--- src/rtl/and_or.sv ---
`default_nettype none
// ============================================================================
// Module      : and_or
// Description : Bitwise AND/OR gate pair with combinational and registered
//               outputs, plus a per-bit JK register whose next state is built
//               from the same AND/OR primitives.
//
// Ports
//   clock    in   1      sole clock, rising-edge active
//   reset_n  in   1      synchronous active-low reset
//   a, b     in   WIDTH  gate operands
//   and_y    out  WIDTH  a & b, combinational
//   or_y     out  WIDTH  a | b, combinational
//   and_r    out  WIDTH  a & b, registered (1-cycle latency, not gated by en)
//   or_r     out  WIDTH  a | b, registered (1-cycle latency, not gated by en)
//   en       in   1      JK register update enable
//   j, k     in   WIDTH  per-bit JK set / reset inputs
//   q        out  WIDTH  JK register state
//   qp       out  WIDTH  complement of q
//
// Revision    : 1.0  initial release
// ============================================================================
module and_or #(
    parameter int WIDTH = 1
) (
    input  logic             clock,
    input  logic             reset_n,
    input  logic [WIDTH-1:0] a,
    input  logic [WIDTH-1:0] b,
    output logic [WIDTH-1:0] and_y,
    output logic [WIDTH-1:0] or_y,
    output logic [WIDTH-1:0] and_r,
    output logic [WIDTH-1:0] or_r,
    input  logic             en,
    input  logic [WIDTH-1:0] j,
    input  logic [WIDTH-1:0] k,
    output logic [WIDTH-1:0] q,
    output logic [WIDTH-1:0] qp
);

    // ------------------------------------------------------------------
    // Combinational gates: live at all times, including during reset.
    // ------------------------------------------------------------------
    assign and_y = a & b;
    assign or_y  = a | b;

    // ------------------------------------------------------------------
    // Registered gate outputs: follow the gates every edge, independent
    // of en.
    // ------------------------------------------------------------------
    logic [WIDTH-1:0] r_and;
    logic [WIDTH-1:0] r_or;

    always_ff @(posedge clock) begin
        if (!reset_n) begin
            r_and <= '0;
            r_or  <= '0;
        end else begin
            r_and <= and_y;
            r_or  <= or_y;
        end
    end

    assign and_r = r_and;
    assign or_r  = r_or;

    // ------------------------------------------------------------------
    // JK register. Each bit is independent; next state is
    //   d = (j & ~q) | (~k & q)
    // which gives hold / set / clear / toggle for jk = 00 / 10 / 01 / 11.
    // qp is derived from q rather than stored, so the two can never skew.
    // ------------------------------------------------------------------
    logic [WIDTH-1:0] r_q;
    logic [WIDTH-1:0] w_d;

    for (genvar gi = 0; gi < WIDTH; gi++) begin : g_bit
        logic w_set_term;   // j AND (not q): sets or toggles a 0 to 1
        logic w_keep_term;  // (not k) AND q: keeps a 1 unless cleared

        assign w_set_term  = j[gi] & qp[gi];
        assign w_keep_term = ~k[gi] & r_q[gi];
        assign w_d[gi]     = w_set_term | w_keep_term;
    end

    always_ff @(posedge clock) begin
        if (!reset_n) begin
            r_q <= '0;
        end else if (en) begin
            r_q <= w_d;
        end
    end

    assign q  = r_q;
    assign qp = ~r_q;

endmodule
`default_nettype wire

--- config.mk ---
export PLATFORM = sky130hd
export DESIGN_NAME = and_or
export DESIGN_NICKNAME = d
export VERILOG_FILES = /design/src/rtl/and_or.sv
export SDC_FILE = /design/constraint.sdc
export NUM_CORES = 1
export LEC_CHECK = 0
export CORE_AREA = 10 10 47 49
export DETAILED_ROUTE_END_ITERATION = 10
export DIE_AREA = 0 0 57 59
export SYNTH_ARGS = -nofsm -noshare
export SYNTH_HDL_FRONTEND = slang
export SYNTH_SLANG_ARGS = --single-unit
--- constraint.sdc ---
create_clock -name clock -period 1.95 [get_ports clock]
set_input_delay 0.39 -clock clock [delete_from_list [all_inputs] [get_ports clock]]
set_output_delay 0.39 -clock clock [all_outputs]
set_load 0.005 [all_outputs]
# --- Word-level counts from Yosys, hierarchy flattened ---
# Cells that the tools add are included.
# Widths: inputs -> output; s select.
totals:
  register_bits: 3
  output_inout_bits: 6
  wordCells: 10
op_classes:
  bitwise_logic: 7
ops:
  columns: ["op", "count"]
  rows:
  - ["$and 1x1->1", 3]
  - ["$not 1->1", 2]
  - ["$or 1x1->1", 2]

# --- Logic depth before layout (Yosys ltp) ---
# Gate-level depths: netlist of run 1.
logic_depth:
  word_depth: 3
  mapped_depth: 2

# --- Worst setup path after synthesis of run 1 ---
# OpenSTA, ideal clock, no wires.
synth_path:
  path_type: "input port to output port"
  start: "input port b"
  end: "output port or_y"
  arrival_ps: 622
  required_ps: 1560
  path_slack_ps: 938
  cell_stages: 1
  n_path_buf: 0
  cell_sequence: "or2_4"
synth_via:
  elab_chain_len: 1
synth_lines:
  columns: ["element", "line", "rtl"]
  rows:
  - ["start: declaration", "29", "input logic [WIDTH-1:0] b,"]
  - ["$or 1x1->1", "45", "assign or_y = a | b;"]
  - ["end: declaration", "31", "output logic [WIDTH-1:0] or_y,"]
# No other way between the ends.

# --- Worst setup path in the final report of run 1 ---
# Same ends and word-level chain as after synthesis.

==> flow_summary_export.csv, run 1 <==
group,metric,value,unit
synthesis,syn_nets,18,
timing,max_slew.worst_pin.slew,0.135,ns
timing,finClkSkew,0,ns
synthesis,ys_async_sr_fraction,0,
setup_path,cp-start-kind,"input pin",
drt,wl_per_cell,9.53,um
synthesis,ys_warn_count,0,
floorplan,die_y,59,um
cells_and_area,fin_nets,35,
place,io_buffers,12,
setup_path,crit_type,"input pin to primary output",
synthesis,ys.flop_type,"dfxtp_1",
global_route,antenna_found_initial,0,
drt,drt_iter0_drc,1,
clocking,cts.sinks,3,
synthesis,ys_ff_latch,3,
timing,period_minus_slack,1.61,ns
drt,vias,135,
synthesis,synth_top_area_cell,"dfxtp_1",
synthesis,synth_most_common_cell,"dfxtp_1",
setup_path,slowest_delay,0.42,ns
floorplan,initial_core_util,0.0830,
synthesis,syn_inst,11,
timing,drv_slew,0,
clocking,clock_latency,0.23,ns
pwr,powerDensity,730,nW/um^2
run,max_cap_viol_count,0,
place,gp_congestion,0.611,
setup_path,startpoint,"b",
global_route,gr-usage-met1,0.0212,
timing,fmax,0.620,GHz
timing,slew_headroom,0.909,
setup_path,r2r_start,"q",
clocking,cts_resized,0,
clocking,numCtsBuffers,3,
setup_path,cp.required,1.56,ns
floorplan,die_area,3360,sq um
global_route,grt_util_all_layers,0.0302,
drt,avgViaCountPerCell,3.14,
timing,setup_tns,0,ns
setup_path,r2r_end,"q",
cells_and_area,drive_above_1_share,0.185,
setup_path,r2r.worst_path.cells,2,
drt,drt_pass1_iterations,2,
floorplan,coreArea,1400,sq um
setup_path,crit_arrival,1.22,ns
drt,routed_wl,410,um
timing,fin_crit_sh,0.827,
drt,drt_drc_violations_left,0,
cells_and_area,antenna_cells,0,
setup_path,r2r_slack,1.12,ns
synthesis,synth_edf_count,0,
global_route,grt_pass1_vias,157,
floorplan,ios,13,
clocking,hold_buffers,0,
synthesis,netlist_area,116,sq um
clocking,cts.path.max_buffers,2,
pwr,p_leak,0.000133,uW
synthesis,ys_seq_area_frac,0.516,
global_route,grt_max_degree,5,
pwr,peakVddDrop,0.207,mV
cells_and_area,multi_input_area,52.6,sq um
cells_and_area,seq_area,60.1,sq um
global_route,grt_pass1_wl,648,um
timing,setup_violations,0,
timing,final-hold-violation-count,0,
drt,ant_nets,0,
min_path,min_path_type,"register to register",
clocking,cts_tree,"done",
cells_and_area,n_fill_cell,174,
place,dp_cells,39,
setup_path,critPathCaptureType,"primary output",
synthesis,synth_area_leaders,"dfxtp_1 (52%), and4b_1 (8.6%), a31o_1 (7.5%)",
min_path,worstHoldStart,"q",
floorplan,fp.dieW,57,um
setup_path,crit_path_end,"or_y",
global_route,grt-busiest-layer,"met2",
global_route,gr-total-overflow,0,
synthesis,synth_cell_type_count,9,
clocking,path_clk_slew,0.04,ns
cells_and_area,area_delta_synth_final,147,%
cells_and_area,post-route-cell-area,288,sq um
clocking,cts_root_buffer,"clkbuf_4",
synthesis,avgSynthCellArea,10.6,sq um
timing,whs,0.519,ns
setup_path,crit_chain,"clkdlybuf4s50_1 -> or2_4 -> dlymetal6s2s_1",
clocking,postCtsSetupBuffers,0,
timing,rsz0062_at_grt,"no",
synthesis,synth_top_cell_area_share,0.516,
global_route,met3_usage,0.0365,
floorplan,rows,14,
cells_and_area,finalNonFillerCells,43,
status,outcome,"finished clean",
place,dpl_cell_area,256,sq um
setup_path,slowest_stage,"clkdlybuf4s50_1",
clocking,htreeDepth,1,
setup_path,crit_fanout,3,
global_route,use_met2,0.0403,
==> power breakdown <==
| group | total, uW | internal (uW) | switching, uW |
|---|---|---|---|
| Clock | 106 | 76.5 | 29.6 |
| Combinational | 36.7 | 27.5 | 9.22 |
| Sequential | 67.2 | 65.5 | 1.71 |
| Total | 210 | 170 | 40.5 |
==> through the flow <==
stage / setup slack [ns] / total power (uW) / util
2_1_floorplan: 0.938 / 77.1 / -
3_3_place_gp: 0.0361 / 106 / 0.183
3_5_place_dp: 0.0288 / 107 / 0.183
4_1_cts: 0.0288 / 218 / 0.202
5_1_grt: 0.294 / 229 / 0.205
6_report: 0.337 / 210 / 0.205
==> layout by cell type, fill, tap and decap left out, drive strengths merged <==
master         instances
a31o                   1
and2                   2
and3                   1
and4b                  1
clkbuf                 4
clkdlybuf4s50         10
dfxtp                  3
dlymetal6s2s           2
inv                    1
nand2                  1
or2                    1
==> registers in the layout (all words and copies together), names as in the netlist <==
name	count
and_r	1
q	1
or_r	1
==> layer usage <==
metal,wire length [um],up-vias
met5,0,-
met4,0,0
met3,41,0
met2,207,7
met1,161,59
li1,-,69
==> worst min-delay path by stage <==
stage               end  cells after the start
floorplan             q                      1
global placement      q                      1
detailed placement    q                      1
CTS                   q                      1
global route          q                      1
finish                q                      1
==> logic make-up after synthesis <==
kind of cell / count (synthesis) / share of synthesized area
buffers and inverters: 1 / 0.0322
DFF: 3 / 0.516
AOI/OAI and AO/OA: 1 / 0.0753
and+or+nand+nor: 6 / 0.376
==> final cells by class <==
| type | count | area share |
|---|---|---|
| multi-input cells | 7 | 0.183 |
| well taps | 16 | 0.0696 |
| clock buffers | 4 | 0.0913 |
| flip-flops and latches | 3 | 0.209 |
| repair buffers | 12 | 0.435 |
| inverters | 1 | 0.0130 |
==> critical path, delay by kind of cell <==
family | cells | cell delay, ns
buffers and inverters | 2 | 0.57
AND/OR/NAND/NOR | 1 | 0.26
Note: power is estimated with default switching activity, not from simulation.
==> run 2: changes to the inputs <==
==> constraint.sdc (replaced) <==
create_clock -name clock -period 1.6 [get_ports clock]
set_input_delay 0.32 -clock clock [delete_from_list [all_inputs] [get_ports clock]]
set_output_delay 0.32 -clock clock [all_outputs]
set_load 0.005 [all_outputs]
==> run 2 against run 1 <==
Worst setup slack lost 0.30 ns. Flip-flop and latch count unchanged. Clock-buffer cell count unchanged. Core utilization fell by 0.36 points. Register-to-register slack got worse by 0.35 ns. Routed wire length fell by 3.7%. Critical path type unchanged. Critical endpoint unchanged. Largest cell class unchanged. Largest power group unchanged.
==> flow_summary_export.csv, run 2 (same netlist as run 1, synthesis figures left out) <==
group,metric,value,unit
drt,routed_wl,395,um
drt,wl_per_cell,9.19,um
clocking,clock_latency,0.23,ns
place,io_buffers,12,
drt,vias,137,
floorplan,coreArea,1400,sq um
cells_and_area,antenna_cells,0,
global_route,antenna_found_initial,0,
setup_path,crit_type,"input pin to primary output",
setup_path,crit_arrival,1.24,ns
clocking,cts.sinks,3,
drt,drt_pass1_iterations,2,
floorplan,ios,13,
timing,setup_ws,0.0374,ns
floorplan,die_area,3360,sq um
clocking,postCtsSetupBuffers,0,
clocking,cts_tree,"done",
pwr,finalPower,255,uW
timing,fmax,0.640,GHz
timing,whs,0.379,ns
setup_path,r2r_start,"q",
timing,max_slew.worst_pin.slew,0.137,ns
place,gp_congestion,0.597,
timing,period_minus_slack,1.56,ns
drt,ant_nets,0,
floorplan,initial_core_util,0.0830,
timing,slew_headroom,0.908,
timing,finClkSkew,0,ns
setup_path,cp.required,1.28,ns
cells_and_area,utilization,0.202,
pwr,p_leak,0.000127,uW
setup_path,r2r_slack,0.77,ns
floorplan,die_y,59,um
timing,rsz0062_at_grt,"no",
floorplan,rows,14,
floorplan,fp.dieW,57,um
global_route,grt_pass1_wl,669,um
setup_path,r2r_end,"q",
clocking,cts.path.max_buffers,2,
cells_and_area,area_delta_synth_final,143,%
cells_and_area,mostFrequentLayoutCells,"clkdlybuf4s50_1 (9), dfxtp_1 (3), clkbuf_4 (3)",
setup_path,startpoint,"a",
setup_path,r2r.worst_path.cells,2,
setup_path,cp-start-kind,"input pin",
status,outcome,"finished clean",
global_route,grt_max_degree,5,
pwr,peakVddDrop,0.254,mV
clocking,numCtsBuffers,3,
clocking,path_clk_slew,0.03,ns
cells_and_area,drive_above_1_share,0.185,
cells_and_area,n_fill_cell,162,
timing,drv_slew,0,
cells_and_area,fin_nets,35,
pwr,powerDensity,902,nW/um^2
global_route,grt_pass1_vias,165,
place,dpl_worst_slack,-0.178,ns
drt,drt_iter0_drc,5,
setup_path,crit_fanout,3,
global_route,gr-total-overflow,0,
drt,avgViaCountPerCell,3.19,
setup_path,crit_path_end,"or_y",
clocking,hold_buffers,0,
setup_path,critPathCaptureType,"primary output",
timing,fin_crit_sh,0.977,
timing,final-hold-violation-count,0,
cells_and_area,final_common_cell,"clkdlybuf4s50_1",
global_route,grt_util_all_layers,0.0289,
clocking,htreeDepth,1,
run,max_cap_viol_count,0,
drt,drt_drc_violations_left,0,
clocking,cts_root_buffer,"clkbuf_4",
timing,setup_violations,0,
min_path,min_path_type,"input pin to register",
==> run 2: cell types whose count changed in the layout (fill, tap and decap cells not counted) <==
| cell | before | now |
|---|---|---|
| dlygate4sd2_1 | 0 | 2 |
| dlymetal6s2s_1 | 2 | 1 |
| clkdlybuf4s50_1 | 10 | 9 |
==> run 2: final cells by class <==
class | instances | area, sq um | area share
clock buffers | 4 | 26.3 | 0.0929
inverters | 1 | 3.75 | 0.0133
multi-input cells | 7 | 52.6 | 0.186
flip-flops and latches | 3 | 60.1 | 0.212
repair buffers | 12 | 120 | 0.425
well taps | 16 | 20.0 | 0.0708
==> run 2: through the flow <==
step | area [sq um] | TNS (ns) | cells
after detailed placement | 256 | -0.343 | 39
after global routing | 283 | 0 | 43
after CTS | 280 | 0 | 43
after floorplan | 116 | 0 | 11
after global placement | 256 | -0.330 | 39
final | 283 | 0 | 43
==> run 2: critical path, stage by stage <==
cell,delay [ns]
clkdlybuf4s50_1,0.42
or2_4,0.23
dlygate4sd2_1,0.26
==> run 2: worst min-delay path by stage <==
stage | slack, ns | to | start | cells past startpoint
CTS | 0.53 | q | q | 1
global route | 0.38 | and_r | b | 2
global placement | 0.52 | q | q | 1
finish | 0.38 | and_r | b | 2
detailed placement | 0.52 | q | q | 1
floorplan | 0.46 | or_r | reset_n | 1
==> run 2: timing repair <==
action                                  in CTS  in global routing
endpoints found under the hold margin        0                  0
endpoints found under the setup margin       2                  1
resized for setup                            2                  1
==> run 2: report_power, final <==
group / leakage (uW) / internal (uW) / switching, uW
Clock: 0.0000150 / 93.3 / 36.6
Combinational: 0.0000868 / 32.0 / 10.9
Sequential: 0.0000249 / 79.8 / 2.35
==> run 2: metal layers <==
metal  part of all wire  global-route usage  vias to the layer above
met1               0.36              0.0178                       61
met5                  0                   0                        -
met3               0.16              0.0408                        0
met4                  0              0.0201                        0
met2               0.48              0.0419                        7
li1                   -                   -                       69
==> run 3: changes to the inputs <==
--- a/config.mk
+++ b/config.mk
@@ -8,6 +8,7 @@
 export CORE_AREA = 10 10 47 49
 export DETAILED_ROUTE_END_ITERATION = 10
 export DIE_AREA = 0 0 57 59
+export MAX_ROUTING_LAYER = met4
 export SYNTH_ARGS = -nofsm -noshare
 export SYNTH_HDL_FRONTEND = slang
 export SYNTH_SLANG_ARGS = --single-unit
==> run 3 against run 2 <==
Clock skew unchanged. Final cell count unchanged. Sequential share of layout area unchanged. Worst hold slack about the same. Power about the same. First-iteration DRC count unchanged. Combinational power about the same. Sequential power about the same. Flip-flop and latch count unchanged. Highest routed layer unchanged.
==> flow_summary_export.csv, run 3 (same netlist as run 1, synthesis figures left out) <==
group,metric,value,unit
timing,rsz0062_at_grt,"no",
clocking,htreeDepth,1,
setup_path,crit_arrival,1.24,ns
pwr,peakVddDrop,0.254,mV
floorplan,rows,14,
clocking,cts.path.max_buffers,2,
min_path,holdPathEnd,"and_r",
timing,whs,0.379,ns
place,dpl_cell_area,256,sq um
cells_and_area,area_delta_synth_final,143,%
timing,fin_crit_sh,0.977,
drt,drt_iter0_drc,5,
cells_and_area,antenna_cells,0,
drt,wl_per_cell,9.19,um
global_route,grt_pass1_vias,165,
cells_and_area,seq_area,60.1,sq um
floorplan,coreArea,1400,sq um
timing,final-hold-violation-count,0,
setup_path,slowest_stage,"clkdlybuf4s50_1",
run,max_cap_viol_count,0,
cells_and_area,final_common_cell,"clkdlybuf4s50_1",
cells_and_area,fin_nets,35,
timing,fmax,0.639,GHz
cells_and_area,mostFrequentLayoutCells,"clkdlybuf4s50_1 (9), dfxtp_1 (3), clkbuf_4 (3)",
status,outcome,"finished clean",
global_route,grt_pass1_wl,669,um
setup_path,crit_chain,"clkdlybuf4s50_1 -> or2_4 -> dlygate4sd2_1",
clocking,hold_buffers,0,
clocking,postCtsSetupBuffers,0,
drt,avgViaCountPerCell,3.19,
timing,setup_violations,0,
setup_path,r2r.worst_path.cells,2,
timing,max_slew.worst_pin.slew,0.137,ns
timing,period_minus_slack,1.56,ns
min_path,worstHoldStart,"b",
global_route,antenna_found_initial,0,
clocking,numCtsBuffers,3,
setup_path,crit_fanout,3,
floorplan,die_area,3360,sq um
cells_and_area,drive_above_1_share,0.185,
setup_path,r2r_slack,0.77,ns
cells_and_area,post-route-cell-area,283,sq um
place,dpl_worst_slack,-0.178,ns
pwr,powerDensity,902,nW/um^2
min_path,min_path_type,"input pin to register",
cells_and_area,n_fill_cell,162,
global_route,grt_util_all_layers,0.0297,
drt,routed_wl,395,um
setup_path,r2r_end,"q",
floorplan,fp.dieW,57,um
floorplan,initial_core_util,0.0830,
floorplan,ios,13,
timing,drv_slew,0,
drt,vias,137,
min_path,hold_depth,2,
setup_path,r2r_start,"q",
setup_path,slowest_delay,0.42,ns
global_route,grt_max_degree,5,
place,io_buffers,12,
clocking,clock_latency,0.23,ns
clocking,cts_tree,"done",
clocking,cts.sinks,3,
clocking,path_clk_slew,0.03,ns
drt,drt_pass1_iterations,2,
setup_path,cp.required,1.28,ns
timing,finClkSkew,0,ns
drt,drt_drc_violations_left,0,
timing,slew_headroom,0.909,
place,gp_congestion,0.601,
clocking,cts_root_buffer,"clkbuf_4",
pwr,p_leak,0.000127,uW
setup_path,cp-start-kind,"input pin",
cells_and_area,multi_input_area,52.6,sq um
timing,setup_ws,0.0362,ns
setup_path,critPathCaptureType,"primary output",
drt,ant_nets,0,
global_route,gr-total-overflow,0,
floorplan,die_y,59,um
setup_path,crit_type,"input pin to primary output",
## run 3: cell counts in the layout (fill, tap and decap cells not counted)
Identical to the previous run, type by type.
## run 3: layer usage
layer  part of all wire  vias to the layer above  GRT usage
li1                   -                       69          -
met1               0.42                       61     0.0213
met2               0.49                        7     0.0419
met3              0.094                        0     0.0343
met4                  0                        0     0.0201
met5                  0                        -          -
## run 3: final cells by class
cell class,instances,area share
flip-flops and latches,3,0.212
multi-input cells,7,0.186
inverters,1,0.0133
clock buffers,4,0.0929
well taps,16,0.0708
repair buffers,12,0.425
## run 3: critical path, delay by kind of cell
kind | cells | cell delay [ns]
buffers and inverters | 2 | 0.68
AND/OR/NAND/NOR | 1 | 0.23
## run 3: worst max-delay path by stage
stage | start | to | slack [ns] | cells past startpoint
finish | a | or_y | 0.04 | 3
floorplan | b | or_y | 0.73 | 1
CTS | b | or_y | 0.009 | 3
detailed placement | b | or_y | -0.18 | 3
global route | a | or_y | 0.0001 | 3
global placement | b | or_y | -0.18 | 3
## run 3: where the power goes
group	internal, uW	switching (uW)
Clock	93.3	36.6
Sequential	79.8	2.35
Combinational	32.0	10.9
Total	205	49.9
## run 3: per-stage QoR
step | total power, uW | TNS (ns) | utilization | std cells
after detailed placement | 130 | -0.343 | 0.183 | 39
after CTS | 265 | 0 | 0.200 | 43
after floorplan | 94.0 | 0 | - | 11
final | 255 | 0 | 0.202 | 43
after global routing | 274 | 0 | 0.202 | 43
after global placement | 130 | -0.330 | 0.183 | 39
## run 3: what timing repair did
item,in CTS,in global routing
gates cloned,0,0
endpoints found under the setup margin,2,1
resized for setup,2,1
